$ cat config.mk
export PLATFORM = sky130hd
export DESIGN_NAME = button_conditioner
export DESIGN_NICKNAME = d
export VERILOG_FILES = /design/src/rtl/button_conditioner.sv
export SDC_FILE = /design/constraint.sdc
export NUM_CORES = 1
export LEC_CHECK = 0
export CAP_MARGIN = 40
export CELL_PAD_IN_SITES_DETAIL_PLACEMENT = 0
export CELL_PAD_IN_SITES_GLOBAL_PLACEMENT = 2
export CORE_AREA = 2 2 99 101
export DETAILED_ROUTE_END_ITERATION = 7
export DIE_AREA = 0 0 101 103
export GPL_ROUTABILITY_DRIVEN = 0
export PLACE_DENSITY_LB_ADDON = 0.1
export SLEW_MARGIN = 20
export SYNTH_ARGS = -nofsm -noshare
export SYNTH_HDL_FRONTEND = slang
export SYNTH_SLANG_ARGS = --single-unit
export TNS_END_PERCENT = 20
$ cat constraint.sdc
create_clock -name pixel_clk -period 3.14 [get_ports pixel_clk]
set_input_delay 0.628 -clock pixel_clk [delete_from_list [all_inputs] [get_ports pixel_clk]]
set_output_delay 0.628 -clock pixel_clk [all_outputs]
set_load 0.1 [all_outputs]
$ cat src/rtl/button_conditioner.sv
// Pushbutton front end: per-input 2-flop sync + debounce, frame-latched movement, rate-limited fire pulse.
// Define BUTTON_AUTOFIRE_EN to re-arm fire automatically at the end of cooldown while the button is held.
module button_conditioner #(
    parameter int DEBOUNCE_CYCLES      = 742500,
    parameter int FIRE_COOLDOWN_FRAMES = 8
) (
    input  logic pixel_clk,
    input  logic rst,
    input  logic fsync,
    input  logic right_raw,
    input  logic left_raw,
    input  logic fire_raw,
    output logic right_db,
    output logic left_db,
    output logic fire_db,
    output logic move_right,
    output logic move_left,
    output logic fire_pulse,
    output logic fire_busy
);
    localparam int NIN = 3;
    localparam int CW  = $clog2(DEBOUNCE_CYCLES);
    localparam int FW  = $clog2(FIRE_COOLDOWN_FRAMES + 1);
    localparam logic [CW-1:0] CNT_LAST = CW'(DEBOUNCE_CYCLES - 1);
    localparam logic [FW-1:0] CD_LOAD  = FW'(FIRE_COOLDOWN_FRAMES);
    localparam logic [FW-1:0] CD_ONE   = FW'(1);

    typedef enum logic [1:0] {IDLE, ARMED, COOLDOWN, WAIT_RELEASE} fire_state_e;

    logic [NIN-1:0] raw;
    logic [NIN-1:0] db;

    assign raw = {fire_raw, left_raw, right_raw};

    for (genvar g = 0; g < NIN; g++) begin : g_in
        logic          sync1_q, sync2_q;
        logic          stable_q, stable_d;
        logic [CW-1:0] cnt_q, cnt_d;

        // Counter only runs while the synchronized level disagrees with the stable one.
        always_comb begin
            cnt_d    = '0;
            stable_d = stable_q;
            if (sync2_q != stable_q) begin
                if (cnt_q == CNT_LAST) stable_d = ~stable_q;
                else                   cnt_d    = cnt_q + 1'b1;
            end
        end

        always_ff @(posedge pixel_clk) begin
            if (rst) begin
                sync1_q  <= 1'b0;
                sync2_q  <= 1'b0;
                stable_q <= 1'b0;
                cnt_q    <= '0;
            end else begin
                sync1_q  <= raw[g];
                sync2_q  <= sync1_q;
                stable_q <= stable_d;
                cnt_q    <= cnt_d;
            end
        end

        assign db[g] = stable_q;
    end

    assign right_db = db[0];
    assign left_db  = db[1];
    assign fire_db  = db[2];

    logic move_right_q, move_left_q;

    always_ff @(posedge pixel_clk) begin
        if (rst) begin
            move_right_q <= 1'b0;
            move_left_q  <= 1'b0;
        end else if (fsync) begin
            move_right_q <= db[0] & ~db[1];
            move_left_q  <= db[1] & ~db[0];
        end
    end

    assign move_right = move_right_q;
    assign move_left  = move_left_q;

    fire_state_e   state_q;
    logic [FW-1:0] cd_q;
    logic          fire_db_d_q, fire_pulse_q, fire_busy_q;
    logic          fire_rise;

    assign fire_rise = db[2] & ~fire_db_d_q;

    // Presses outside IDLE are dropped; a press coinciding with fsync still waits a full frame.
    always_ff @(posedge pixel_clk) begin
        if (rst) begin
            state_q      <= IDLE;
            cd_q         <= '0;
            fire_db_d_q  <= 1'b0;
            fire_pulse_q <= 1'b0;
            fire_busy_q  <= 1'b0;
        end else begin
            fire_db_d_q  <= db[2];
            fire_pulse_q <= 1'b0;
            case (state_q)
                IDLE: begin
                    if (fire_rise) begin
                        state_q     <= ARMED;
                        fire_busy_q <= 1'b1;
                    end
                end
                ARMED: begin
                    if (fsync) begin
                        fire_pulse_q <= 1'b1;
                        cd_q         <= CD_LOAD;
                        state_q      <= COOLDOWN;
                    end
                end
                COOLDOWN: begin
                    if (fsync) begin
                        cd_q <= cd_q - 1'b1;
                        if (cd_q == CD_ONE) begin
`ifdef BUTTON_AUTOFIRE_EN
                            state_q <= db[2] ? ARMED : WAIT_RELEASE;
`else
                            state_q <= WAIT_RELEASE;
`endif
                        end
                    end
                end
                WAIT_RELEASE: begin
                    if (!db[2]) begin
                        state_q     <= IDLE;
                        fire_busy_q <= 1'b0;
                    end
                end
                default: begin
                    state_q     <= IDLE;
                    fire_busy_q <= 1'b0;
                end
            endcase
        end
    end

    assign fire_pulse = fire_pulse_q;
    assign fire_busy  = fire_busy_q;

endmodule

==> summary.md <==
| Metric | Value |
|---|---|
| Peak supply drop | 0.1993 mV |
| Syn Std Cell Area | 0.003620 mm2 |
| Proportion of synthesized flip-flops having asynchronous set or reset | 0% |
| Die X-Extent | 101 um |
| Half-perimeter wire length after placement | 4804 um |
| Dominant cell type by area after synthesis | sky130_fd_sc_hd__dfxtp_1 |
| MaxCap Viol Count | 0 |
| CTS tree | done |
| Sequential cell area fraction in the yosys report | 44.24% |
| Hold-fix buffer count after cts | 0 |
| Cell breakdown of the critical path | ha_1 -> nand3_1 -> or3_2 -> or4_1 -> a21oi_1 |
| Hold path cells | 1 |
| DRC marker count from the first detailed-route iteration | 97 |
| Starting density of the core | 38.27% |
| Number of antenna violations at the first check in global routing | 0 |
| Average cell area after synthesis | 8.598 um2 |
| Hold violation total from the final report | 0 |
| Shortest period the worst path allows | 1.942 ns |
| CTS sink cnt | 80 |
| Most common flop cell mapped by yosys | sky130_fd_sc_hd__dfxtp_1 |
| Overall track demand over capacity in global routing | 14.74% |
| Peak fanout along the critical path | 5 |
| Clock Root Buffer | sky130_fd_sc_hd__clkbuf_8 |
| WP buf/inv | 0 |
| Via-to-Cell Ratio | 5.060 |
| Number of antenna diodes | 0 |
| Number of levels the H-tree was split into | 3 |
| Die height | 103 um |
| Synthesis-to-finish area growth | 12.41% |
| Sum of overflow across all layers after global routing | 0 |
| Largest net degree at the start of global routing | 21 |
| Wire length of the first global-routing pass | 12,190 um |
| Post-Synthesis Cells | 421 |
| # DRC | 0 |
| Hold crit path type | flip-flop to flip-flop |
| Leakage component of the power | 1.203 nW |
| Clock-pin transition on the worst setup and hold timing paths | 0.08 ns |
| Endpoint of the worst-slack reg-to-reg timing path | g_in[0].cnt_q[18] |
| Total power per unit cell area | 504.4 mW/mm2 |
| Via count | 2,798 |
| Post-CTS setup buffer count | 0 |
| Total Nets Final | 449 |
| Crit path max-delay family | simple AND/OR/NAND/NOR gates |
| R2R Setup Slk | 1.20 ns |
| Number of buffers inserted by port buffering | 12 |
| Clock latency of the later-clocked register in the worst-skew pair | 0.35 ns |
| DRT Pass-1 Iters | 4 |
| Startpoint type of the worst setup path | flip-flop |
| I/O pin count | 13 |
| Delay of the slowest critical-path stage | 0.53 ns |
| Core area | 0.009459 mm2 |
| FF+latch count, synth | 80 |
| PostCTS Resize Cnt | 0 |
| Data required time at the worst endpoint | 3.42 ns |
| Kind of critical path | flip-flop to flip-flop |
| Max Clk Rate | 0.5149 GHz |
| Pin slew with the least headroom to its limit | 0.5764 ns |
| Antenna Nets Post-Route | 0 |
| Die Footprint | 0.01040 mm2 |
| Post-synth top cells | 80 x sky130_fd_sc_hd__dfxtp_1, 65 x sky130_fd_sc_hd__nor2_1, 31 x sky130_fd_sc_hd__xnor2_1, 26 x sky130_fd_sc_hd__nand3_1, 23 x sky130_fd_sc_hd__inv_1 |
| Reg2Reg Launch Point | g_in[0].cnt_q[0] |
| Proportion of netlist area held by the largest area contributor | 44.24% |
| Total clock buffers created by CTS | 9 |
| Type of element capturing the critical path | flip-flop |
| Final count of pins violating max slew | 0 |
| Relative slew slack | 61.22% |
| Worst hold endpoint | g_in[1].sync2_q |
| Post-route setup TNS | 0 ns |
| Run status | finished clean |
| Hold wc startpoint | g_in[1].sync1_q |
| FF-to-FF path depth | 5 |
| Part of the cycle the worst path needs | 61.85% |
| Post-Route WL | 7065 um |
| Final setup violation count | 0 |
| Most repeated cell in the gate-level netlist after synthesis | sky130_fd_sc_hd__dfxtp_1 |
| Final clock skew | 0.008768 ns |
| Routed wire per std cell | 12.78 um |
| Total of fill cells in the finished design | 970 |
| Cells taking the most area after synthesis | sky130_fd_sc_hd__dfxtp_1 44%, sky130_fd_sc_hd__xnor2_1 7.5%, sky130_fd_sc_hd__nor2_1 6.7% |
| Setup repair after global routing missed its margin | no |
| Number of core rows | 36 |
| Final Total Pwr | 2.052 mW |
| Proportion of layout cells with a drive suffix above 1 | 7.517% |
| Launching instance or port of the critical path | g_in[0].cnt_q[0] |
| Largest buffer count on any clock path | 2 |
| Arrival time of data at the critical path endpoint | 2.23 ns |
| Synthesis Warnings | 0 |
| Number of nets in the synthesized netlist | 436 |
| Cell variety after synth | 39 |
| Count of flip-flops with a built-in enable after synthesis | 0 |
| Critical Path Slowest Stage Cell | sky130_fd_sc_hd__or3_2 |
| Via count of the first global-routing pass | 2,565 |
==> state kept, by name, indices dropped and copies added (netlist names) <==
| register | flops |
|---|---|
| move_right | 1 |
| cd_q | 4 |
| state_q | 2 |
| fire_pulse | 1 |
| g_in.sync1_q | 3 |
| right_db | 1 |
| g_in.sync2_q | 3 |
| fire_db_d_q | 1 |
| fire_busy | 1 |
| fire_db | 1 |
| g_in.cnt_q | 60 |
| move_left | 1 |
| left_db | 1 |
==> through the flow <==
stage / instance area (um2) / utilization (%) / hold WS, ns / std cells / worst slack (ns)
2_1_floorplan: 3620 / - / 0.4138 / 421 / 1.330
3_3_place_gp: 3836 / 40.56 / 0.4216 / 537 / 0.9924
3_5_place_dp: 3836 / 40.56 / 0.4270 / 537 / 0.9628
4_1_cts: 4069 / 43.02 / 0.4408 / 553 / 1.183
5_1_grt: 4069 / 43.02 / 0.4580 / 553 / 1.037
6_report: 4069 / 43.02 / 0.4362 / 553 / 1.198
==> cell families (layout without fill, tap and decap cells) <==
kind of cell | after synthesis | in the layout | share of synthesized area (%)
AOI/OAI and AO/OA | 51 | 51 | 8.676
xor gates and xnor gates | 44 | 44 | 10.65
adders and majority gates | 9 | 9 | 3.111
buffers and inverters | 37 | 55 | 4.009
DFF | 80 | 80 | 44.24
muxes | 1 | 1 | 0.2765
and+or+nand+nor | 199 | 199 | 29.04
==> placed cells by master (no fill, tap or decap), types with 6 or more instances in the layout <==
| cell type | n |
|---|---|
| sky130_fd_sc_hd__dfxtp_1 | 80 |
| sky130_fd_sc_hd__nor2_1 | 65 |
| sky130_fd_sc_hd__xnor2_1 | 31 |
| sky130_fd_sc_hd__nand3_1 | 26 |
| sky130_fd_sc_hd__inv_1 | 23 |
| sky130_fd_sc_hd__a21oi_1 | 20 |
| sky130_fd_sc_hd__nand2_1 | 19 |
| sky130_fd_sc_hd__nand4_1 | 14 |
| sky130_fd_sc_hd__xor2_1 | 13 |
| sky130_fd_sc_hd__clkbuf_8 | 12 |
| sky130_fd_sc_hd__nor3_1 | 11 |
| sky130_fd_sc_hd__buf_4 | 11 |
| sky130_fd_sc_hd__or3_1 | 10 |
| sky130_fd_sc_hd__nor4_1 | 10 |
| sky130_fd_sc_hd__o31ai_1 | 9 |
| sky130_fd_sc_hd__or4_1 | 9 |
| sky130_fd_sc_hd__o21ai_0 | 9 |
| sky130_fd_sc_hd__ha_1 | 9 |
| sky130_fd_sc_hd__nor2b_1 | 8 |
| sky130_fd_sc_hd__and4_1 | 6 |
==> how the worst max path moves through the flow <==
stage / end / slack [ns] / cells past startpoint
after floorplan: state_q[0] / 1.33 / 4
after global placement: state_q[0] / 0.99 / 4
after detailed placement: g_in[0].cnt_q[6] / 0.96 / 5
after CTS: g_in[0].cnt_q[18] / 1.18 / 5
after global routing: g_in[0].cnt_q[18] / 1.04 / 5
final: g_in[0].cnt_q[18] / 1.20 / 5
==> area by class of cell <==
class | count | area, um2 | area share [%]
inverters | 23 | 86.33 | 2.122
multi-input cells | 304 | 1873 | 46.03
flip-flops and latches | 80 | 1602 | 39.36
clock buffers | 14 | 172.7 | 4.244
well taps | 114 | 142.6 | 3.506
repair buffers | 16 | 132.6 | 3.260
clock inverters | 2 | 60.06 | 1.476
==> report_power, final <==
part | internal [mW] | switching, mW
clock network | 0.515 | 0.369
registers | 1.03 | 0.0121
logic | 0.0516 | 0.0734
total | 1.60 | 0.455
==> worst reg2reg max path, stage by stage (launching register included) <==
cell and delay (ns):
sky130_fd_sc_hd__dfxtp_1 0.37, sky130_fd_sc_hd__ha_1 0.24, sky130_fd_sc_hd__nand3_1 0.19, sky130_fd_sc_hd__or3_2 0.53
sky130_fd_sc_hd__or4_1 0.40, sky130_fd_sc_hd__a21oi_1 0.15
==> per-layer routing <==
metal | track usage [%] | part of all wire (%)
met5 | 0 | 0
met2 | 22.31 | 43
met1 | 20.00 | 53
met3 | 2.983 | 1.9
met4 | 7.484 | 2.1
(Power assumes the default switching activity.)
